===== src/rtl/load_store_unit_pkg.sv =====
// Shared encodings for the load/store unit: access sizes, FSM states and
// lane-geometry helpers used by the top and the lane aligner.
package load_store_unit_pkg;

    typedef enum logic [1:0] {
        SZ_B = 2'd0,
        SZ_H = 2'd1,
        SZ_W = 2'd2,
        SZ_D = 2'd3
    } size_e;

    typedef enum logic [2:0] {
        S_IDLE   = 3'd0,
        S_ISSUE0 = 3'd1,
        S_WAIT0  = 3'd2,
        S_ISSUE1 = 3'd3,
        S_WAIT1  = 3'd4,
        S_RESP   = 3'd5
    } state_e;

    localparam int BYTE_W = 8;

    // Bits of the byte address that select a lane within one bus word.
    function automatic int off_bits(input int data_w);
        return $clog2(data_w / BYTE_W);
    endfunction

endpackage


===== src/rtl/load_store_unit_if.sv =====
// MEM-stage request, data-RAM bus and WB response signals of the LSU.
// The slave modport is the unit's view; master is the surrounding pipeline/memory.
interface load_store_unit_if #(
    parameter int DATA_W = 32,
    parameter int ADDR_W = 32,
    parameter int REG_AW = 5
) ();
    logic                  req_valid;
    logic                  req_ready;
    logic                  req_write;
    logic                  req_sign;
    logic [1:0]            req_size;
    logic [ADDR_W-1:0]     req_addr;
    logic [DATA_W-1:0]     req_wdata;
    logic [REG_AW-1:0]     req_rd;
    logic [ADDR_W-1:0]     req_pc;

    logic                  bus_req;
    logic                  bus_we;
    logic [ADDR_W-1:0]     bus_addr;
    logic [DATA_W/8-1:0]   bus_be;
    logic [DATA_W-1:0]     bus_wdata;
    logic                  bus_gnt;
    logic                  bus_rvalid;
    logic [DATA_W-1:0]     bus_rdata;

    logic                  rsp_valid;
    logic [DATA_W-1:0]     rsp_data;
    logic                  rsp_reg_we;
    logic [REG_AW-1:0]     rsp_rd;
    logic [ADDR_W-1:0]     rsp_pc;
    logic                  rsp_err;

    modport slave (
        input  req_valid, req_write, req_sign, req_size, req_addr, req_wdata, req_rd, req_pc,
        output req_ready,
        output bus_req, bus_we, bus_addr, bus_be, bus_wdata,
        input  bus_gnt, bus_rvalid, bus_rdata,
        output rsp_valid, rsp_data, rsp_reg_we, rsp_rd, rsp_pc, rsp_err
    );

    modport master (
        output req_valid, req_write, req_sign, req_size, req_addr, req_wdata, req_rd, req_pc,
        input  req_ready,
        input  bus_req, bus_we, bus_addr, bus_be, bus_wdata,
        output bus_gnt, bus_rvalid, bus_rdata,
        input  rsp_valid, rsp_data, rsp_reg_we, rsp_rd, rsp_pc, rsp_err
    );

endinterface


===== src/rtl/lsu_lane_align.sv =====
// Combinational lane logic: byte enables and shifted store data over a
// two-word window, plus extraction and sign/zero extension of load data.
module lsu_lane_align
    import load_store_unit_pkg::*;
#(
    parameter int DATA_W = 32
) (
    input  logic [off_bits(DATA_W)-1:0] i_off,
    input  size_e                       i_size,
    input  logic                        i_sign,
    input  logic [DATA_W-1:0]           i_wdata,
    input  logic [2*DATA_W-1:0]         i_rdata2,
    output logic [2*DATA_W/8-1:0]       o_be2,
    output logic [2*DATA_W-1:0]         o_wdata2,
    output logic [DATA_W-1:0]           o_rdata
);
    localparam int NB = DATA_W / BYTE_W;

    logic [3:0]          w_nbytes;
    logic [DATA_W-1:0]   w_mask;
    logic [2*DATA_W-1:0] w_sh;
    logic                w_sbit;

    assign w_nbytes = 4'd1 << i_size;

    always_comb begin
        o_be2 = '0;
        for (int b = 0; b < 2*NB; b++)
            o_be2[b] = (b >= int'(i_off)) && (b < int'(i_off) + int'(w_nbytes));
    end

    // Byte mask of the access width, shared by store masking and load truncation.
    always_comb begin
        w_mask = '0;
        for (int b = 0; b < NB; b++)
            w_mask[b*BYTE_W +: BYTE_W] = (b < int'(w_nbytes)) ? 8'hFF : 8'h00;
    end

    assign o_wdata2 = {{DATA_W{1'b0}}, i_wdata & w_mask} << {i_off, 3'b000};

    assign w_sh = i_rdata2 >> {i_off, 3'b000};

    always_comb begin
        w_sbit = 1'b0;
        case (i_size)
            SZ_B:    w_sbit = w_sh[7];
            SZ_H:    w_sbit = w_sh[15];
            SZ_W:    w_sbit = w_sh[31];
            default: w_sbit = w_sh[63];
        endcase
    end

    assign o_rdata = (w_sh[DATA_W-1:0] & w_mask) | ((i_sign && w_sbit) ? ~w_mask : '0);

endmodule


===== src/rtl/load_store_unit.sv =====
// Single-outstanding load/store unit between MEM and the data-RAM bus, with
// optional two-beat handling of accesses that cross a bus word.
module load_store_unit
    import load_store_unit_pkg::*;
#(
    parameter int DATA_W   = 32,
    parameter int ADDR_W   = 32,
    parameter int REG_AW   = 5,
    parameter bit SPLIT_EN = 1'b1
) (
    input  logic               clk,
    input  logic               rst_n,
    load_store_unit_if.slave   io
);
    localparam int NB    = DATA_W / BYTE_W;
    localparam int OFF_W = off_bits(DATA_W);

    state_e              r_state, w_next;
    logic                r_write, r_sign, r_err;
    size_e               r_size;
    logic [ADDR_W-1:0]   r_addr, r_pc;
    logic [DATA_W-1:0]   r_wdata;
    logic [REG_AW-1:0]   r_rd;
    logic [2*DATA_W-1:0] r_rdata2;

    logic                w_in_cross, w_in_err, w_split;
    logic [ADDR_W-1:0]   w_addr_al;
    logic [2*NB-1:0]     w_be2;
    logic [2*DATA_W-1:0] w_wdata2;
    logic [DATA_W-1:0]   w_rdata;

    // Error is decided on the incoming request so a bad access goes straight to RESP.
    assign w_in_cross = (int'(io.req_addr[OFF_W-1:0]) + (1 << io.req_size)) > NB;
    assign w_in_err   = (DATA_W == 32 && io.req_size == SZ_D) || (!SPLIT_EN && w_in_cross);

    assign w_addr_al = {r_addr[ADDR_W-1:OFF_W], {OFF_W{1'b0}}};
    assign w_split   = |w_be2[2*NB-1:NB];

    lsu_lane_align #(.DATA_W(DATA_W)) u_align (
        .i_off    (r_addr[OFF_W-1:0]),
        .i_size   (r_size),
        .i_sign   (r_sign),
        .i_wdata  (r_wdata),
        .i_rdata2 (r_rdata2),
        .o_be2    (w_be2),
        .o_wdata2 (w_wdata2),
        .o_rdata  (w_rdata)
    );

    always_ff @(posedge clk or negedge rst_n) begin
        if (!rst_n) begin
            r_state  <= S_IDLE;
            r_write  <= 1'b0;
            r_sign   <= 1'b0;
            r_err    <= 1'b0;
            r_size   <= SZ_B;
            r_addr   <= '0;
            r_pc     <= '0;
            r_wdata  <= '0;
            r_rd     <= '0;
            r_rdata2 <= '0;
        end else begin
            r_state <= w_next;
            if (r_state == S_IDLE && io.req_valid) begin
                r_write <= io.req_write;
                r_sign  <= io.req_sign;
                r_err   <= w_in_err;
                r_size  <= size_e'(io.req_size);
                r_addr  <= io.req_addr;
                r_pc    <= io.req_pc;
                r_wdata <= io.req_wdata;
                r_rd    <= io.req_rd;
            end
            if (r_state == S_WAIT0 && io.bus_rvalid)
                r_rdata2[DATA_W-1:0] <= io.bus_rdata;
            if (r_state == S_WAIT1 && io.bus_rvalid)
                r_rdata2[2*DATA_W-1:DATA_W] <= io.bus_rdata;
        end
    end

    always_comb begin
        w_next        = r_state;
        io.req_ready  = 1'b0;
        io.bus_req    = 1'b0;
        io.bus_we     = 1'b0;
        io.bus_addr   = '0;
        io.bus_be     = '0;
        io.bus_wdata  = '0;
        io.rsp_valid  = 1'b0;
        io.rsp_data   = '0;
        io.rsp_reg_we = 1'b0;
        io.rsp_rd     = '0;
        io.rsp_pc     = '0;
        io.rsp_err    = 1'b0;
        case (r_state)
            S_IDLE: begin
                io.req_ready = 1'b1;
                if (io.req_valid)
                    w_next = w_in_err ? S_RESP : S_ISSUE0;
            end
            S_ISSUE0: begin
                io.bus_req   = 1'b1;
                io.bus_we    = r_write;
                io.bus_addr  = w_addr_al;
                io.bus_be    = w_be2[NB-1:0];
                io.bus_wdata = w_wdata2[DATA_W-1:0];
                if (io.bus_gnt) begin
                    if (!r_write)     w_next = S_WAIT0;
                    else if (w_split) w_next = S_ISSUE1;
                    else              w_next = S_RESP;
                end
            end
            S_WAIT0: begin
                if (io.bus_rvalid)
                    w_next = w_split ? S_ISSUE1 : S_RESP;
            end
            S_ISSUE1: begin
                io.bus_req   = 1'b1;
                io.bus_we    = r_write;
                io.bus_addr  = w_addr_al + ADDR_W'(NB);
                io.bus_be    = w_be2[2*NB-1:NB];
                io.bus_wdata = w_wdata2[2*DATA_W-1:DATA_W];
                if (io.bus_gnt)
                    w_next = r_write ? S_RESP : S_WAIT1;
            end
            S_WAIT1: begin
                if (io.bus_rvalid)
                    w_next = S_RESP;
            end
            S_RESP: begin
                io.rsp_valid  = 1'b1;
                io.rsp_err    = r_err;
                io.rsp_rd     = r_rd;
                io.rsp_pc     = r_pc;
                io.rsp_reg_we = !r_write && !r_err;
                io.rsp_data   = (r_write || r_err) ? '0 : w_rdata;
                w_next        = S_IDLE;
            end
            default: w_next = S_IDLE;
        endcase
    end

endmodule

===== src/flat_wrapper.sv =====
// flat-port wrapper written by rule: the top's interface ports become plain ports
module load_store_unit_flat import load_store_unit_pkg::*;
#(
    parameter int DATA_W   = 32,
    parameter int ADDR_W   = 32,
    parameter int REG_AW   = 5,
    parameter bit SPLIT_EN = 1'b1
)
  (clk, rst_n, io_req_valid, io_req_write, io_req_sign, io_req_size, io_req_addr, io_req_wdata, io_req_rd, io_req_pc, io_req_ready, io_bus_req, io_bus_we, io_bus_addr, io_bus_be, io_bus_wdata, io_bus_gnt, io_bus_rvalid, io_bus_rdata, io_rsp_valid, io_rsp_data, io_rsp_reg_we, io_rsp_rd, io_rsp_pc, io_rsp_err);
  load_store_unit_if #(.DATA_W(DATA_W), .ADDR_W(ADDR_W), .REG_AW(REG_AW)) io_i ();
  input  logic clk;
  input  logic rst_n;
  input wire logic [$bits(io_i.req_valid)-1:0] io_req_valid;
  input wire logic [$bits(io_i.req_write)-1:0] io_req_write;
  input wire logic [$bits(io_i.req_sign)-1:0] io_req_sign;
  input wire logic [$bits(io_i.req_size)-1:0] io_req_size;
  input wire logic [$bits(io_i.req_addr)-1:0] io_req_addr;
  input wire logic [$bits(io_i.req_wdata)-1:0] io_req_wdata;
  input wire logic [$bits(io_i.req_rd)-1:0] io_req_rd;
  input wire logic [$bits(io_i.req_pc)-1:0] io_req_pc;
  output wire logic [$bits(io_i.req_ready)-1:0] io_req_ready;
  output wire logic [$bits(io_i.bus_req)-1:0] io_bus_req;
  output wire logic [$bits(io_i.bus_we)-1:0] io_bus_we;
  output wire logic [$bits(io_i.bus_addr)-1:0] io_bus_addr;
  output wire logic [$bits(io_i.bus_be)-1:0] io_bus_be;
  output wire logic [$bits(io_i.bus_wdata)-1:0] io_bus_wdata;
  input wire logic [$bits(io_i.bus_gnt)-1:0] io_bus_gnt;
  input wire logic [$bits(io_i.bus_rvalid)-1:0] io_bus_rvalid;
  input wire logic [$bits(io_i.bus_rdata)-1:0] io_bus_rdata;
  output wire logic [$bits(io_i.rsp_valid)-1:0] io_rsp_valid;
  output wire logic [$bits(io_i.rsp_data)-1:0] io_rsp_data;
  output wire logic [$bits(io_i.rsp_reg_we)-1:0] io_rsp_reg_we;
  output wire logic [$bits(io_i.rsp_rd)-1:0] io_rsp_rd;
  output wire logic [$bits(io_i.rsp_pc)-1:0] io_rsp_pc;
  output wire logic [$bits(io_i.rsp_err)-1:0] io_rsp_err;
  assign io_i.req_valid = io_req_valid;
  assign io_i.req_write = io_req_write;
  assign io_i.req_sign = io_req_sign;
  assign io_i.req_size = io_req_size;
  assign io_i.req_addr = io_req_addr;
  assign io_i.req_wdata = io_req_wdata;
  assign io_i.req_rd = io_req_rd;
  assign io_i.req_pc = io_req_pc;
  assign io_req_ready = io_i.req_ready;
  assign io_bus_req = io_i.bus_req;
  assign io_bus_we = io_i.bus_we;
  assign io_bus_addr = io_i.bus_addr;
  assign io_bus_be = io_i.bus_be;
  assign io_bus_wdata = io_i.bus_wdata;
  assign io_i.bus_gnt = io_bus_gnt;
  assign io_i.bus_rvalid = io_bus_rvalid;
  assign io_i.bus_rdata = io_bus_rdata;
  assign io_rsp_valid = io_i.rsp_valid;
  assign io_rsp_data = io_i.rsp_data;
  assign io_rsp_reg_we = io_i.rsp_reg_we;
  assign io_rsp_rd = io_i.rsp_rd;
  assign io_rsp_pc = io_i.rsp_pc;
  assign io_rsp_err = io_i.rsp_err;
  load_store_unit #(.DATA_W(DATA_W), .ADDR_W(ADDR_W), .REG_AW(REG_AW), .SPLIT_EN(SPLIT_EN)) u_core (.clk(clk), .rst_n(rst_n), .io(io_i));
endmodule

===== config.mk =====
export PLATFORM = sky130hd
export DESIGN_NAME = load_store_unit_flat
export DESIGN_NICKNAME = d
export VERILOG_FILES = /design/src/rtl/load_store_unit_pkg.sv /design/src/rtl/load_store_unit_if.sv /design/src/rtl/lsu_lane_align.sv /design/src/rtl/load_store_unit.sv /design/src/flat_wrapper.sv
export SDC_FILE = /design/constraint.sdc
export NUM_CORES = 1
export LEC_CHECK = 0
export ABC_CLOCK_PERIOD_IN_PS = 4210
export CORE_MARGIN = 10
export CORE_UTILIZATION = 47
export DETAILED_ROUTE_END_ITERATION = 6
export PLACE_DENSITY = 0.88
export SYNTH_ARGS = -nofsm -noshare
export SYNTH_HDL_FRONTEND = slang
export SYNTH_HIERARCHICAL = 1
export SYNTH_SLANG_ARGS = --single-unit

===== constraint.sdc =====
create_clock -name clk -period 4.21 [get_ports clk]
set_input_delay 1.263 -clock clk [delete_from_list [all_inputs] [get_ports clk]]
set_output_delay 1.263 -clock clk [all_outputs]
set_load 0.005 [all_outputs]

==> out/results.txt <==
Rows = 53
final instance area = 0.0138 sq mm
layout cells sized above 1 = 18.8%
I/O pin count = 285
IO buf count = 282
Critical path buffers and inverters = 2
routability cong. = 0.879
clock power share = 16.3%
syn_area_per_cell = 10.6 sq um
Worst Hold Slack = 0.483 ns
CTS buffer count = 17
Leak = 5.61 nW
Vias = 8,349
Pwr Density = 719 mW/mm^2
CTS tree = done
Layout area overhead = 35.9%
TritonRoute pass-1 iters = 7
initial antenna violation count = 3
Syn Inst Count = 959
initial core utilization = 47.9%
status = finished, final reports clean
Placed Cells = 1,468
vias in the first global route = 8,781
CTS H-tree depth = 4
crit path DAT = 2.81 ns
CP startpoint kind = register
Pins Over Slew Limit = 0
RSZ-0062 raised after global routing = yes
critical path's slowest cell = dfrtp_4
Fmax = 246 MHz
Mapped Area = 0.0101 sq mm
crit path time final = 4.07 ns
clock root buffer = clkbuf_16
CTS clock-pin slew for the worst setup and hold paths = 0.08 ns
Max clock buf depth = 2
final antenna-violating net count = 0
DP Area = 0.0131 sq mm
Max-slew headroom = 51.5%
first-pass GRT wire length = 49.4 mm
internal power component = 5.95 mW
period utilisation layout = 96.7%
final hold violations = 0
Core Util, Final = 65.1%
worst slew pin tran = 0.728 ns
Max Clock Skew = 0.0187 ns
DRT Wirelength = 31.1 mm
final cell count without fillers = 1,503
combinational share of power = 52.2%
Crit path largest cell delay = 0.45 ns
Die H = 167 microns
Max FO, Critical Path = 80
NetSw = 3.96 mW
CORE AREA = 0.0212 sq mm
Total GRT Usage = 21.8%
YS warnings = 6
VDD IR max = 541 uV
kind of cell adding the most delay to the critical path = buffers and inverters
CTS Sinks = 165
Crit path required time = 2.95 ns
vias per cell = 5.55
sw frac = 40.0%
clk_lat worst skew = 0.43 ns
hpwl dp = 22.6 mm
crit end category = output port
Setup CP Type = register to output port
Die Wd = 167 microns
largest net degree at the start of global routing = 81
wire length per cell = 20.7 microns
max-capacitance violation count = 0
crit path cell chain = buf_16 > mux2i_1 > nand3_1 > o2111ai_4 > nand2_1 > and2_1 > clkdlybuf4s50_1
final setup vio count = 0
Detailed Route Iter0 Violations = 506
post-layout net count = 1,358
Sequential Power Share = 31.5%
die area = 0.0279 sq mm
CTS hold repair buffers = 0
GRT Residual Overflow = 0
worst hold path class = register to register
drt drc = 0
## registers in the layout (all words and copies together) (netlist names)
signal	cells
u_core/r_size	2
u_core/r_state	3
u_core/r_wdata	32
u_core/r_pc	32
u_core/r_write	1
u_core/r_rd	5
u_core/r_addr	32
u_core/r_rdata2	56
u_core/r_err	1
u_core/r_sign	1
## layer usage
metal | wire [microns] | global-route usage [%] | up-vias | share of wire (%)
met3 | 2490 | 7.41 | 38 | 8.0
met2 | 15700 | 37.3 | 301 | 50
li1 | - | - | 3857 | -
met4 | 552 | 6.49 | 2 | 1.8
met5 | 9 | 0 | - | 0.029
met1 | 12400 | 25.3 | 4151 | 40
## cells in the final DEF (no fill, tap or decap), drive strengths merged, types with 3 or more instances in the layout
master,n
clkbuf,18
dfrtp,165
nor2b,4
conb,10
a32oi,8
and3,13
and4,7
nor2,89
nor3b,8
xnor2,6
ha,3
nor3,5
clkdlybuf4s50,277
nor4,7
mux4,14
dlymetal6s2s,3
nand3,25
o211ai,8
mux2i,62
nand4,9
o21a,3
xor2,18
mux2,176
and2,86
nand2,72
clkinv,7
buf,26
or3,4
a21oi,25
inv,15
o21ai,40
## through the flow
step,TNS (ns),setup slack (ns),power [mW]
after floorplan,0,0.819,6.43
after global routing,-0.0941,-0.0305,10.6
final,0,0.139,9.91
after detailed placement,0,0.410,8.18
after global placement,0,0.481,7.99
after CTS,0,0.0138,9.87
## area by class of cell
class                      count  area, sq um
antenna                        2         5.00
clock buffer                  17          425
clock inverter                15          188
fill                        1631         7380
inverter                       9         38.8
multi-input combinational    713         5570
sequential                   165         4140
tap                          275          344
timing repair buffer         307         3070
## worst register-to-register path: stages, from the launching register on
cell	delay, ns
dfrtp_1	0.39
or2_4	0.28
inv_6	0.06
ha_1	0.19
ha_1	0.19
nand2_1	0.08
o21a_1	0.23
o22ai_4	0.25
buf_4	0.17
nor2_1	0.05
nor4_1	0.48
a21oi_1	0.17
o2bb2ai_1	0.15
nand2_1	0.09
a21oi_1	0.06
## repair_timing
| item | 4_1_cts | 5_1_grt |
|---|---|---|
| cloned | 0 | 0 |
| endpoints found under the setup margin | 2 | 23 |
| gates resized for setup | 3 | 10 |
| setup buffers | 0 | 1 |
| pin swaps | 0 | 2 |
## power groups by stage
stage	Clock, mW	Combinational (mW)	Sequential, mW
CTS	1.65	5.12	3.10
detailed placement	0	5.06	3.12
global placement	0	4.93	3.06
floorplan	0	3.58	2.85
global route	1.73	5.66	3.23
finish	1.62	5.17	3.12
## final timing paths
kind	from	endpoint	slack (ns)	cells past startpoint
max in group asynchronous	rst_n	u_core/r_wdata[13]	2.56	2
worst min-delay path	u_core/r_pc[1]	u_core/r_pc[1]	0.48	1
worst max register to register	u_core/r_size[1]	u_core/r_state[1]	1.27	14
worst min register to register	u_core/r_pc[1]	u_core/r_pc[1]	0.48	1
min in group asynchronous	rst_n	u_core/r_rdata2[26]	0.84	1
worst max-delay path	u_core/r_addr[0]	io_rsp_data[31]	0.14	7
Note: power is estimated with default switching activity, not from simulation.
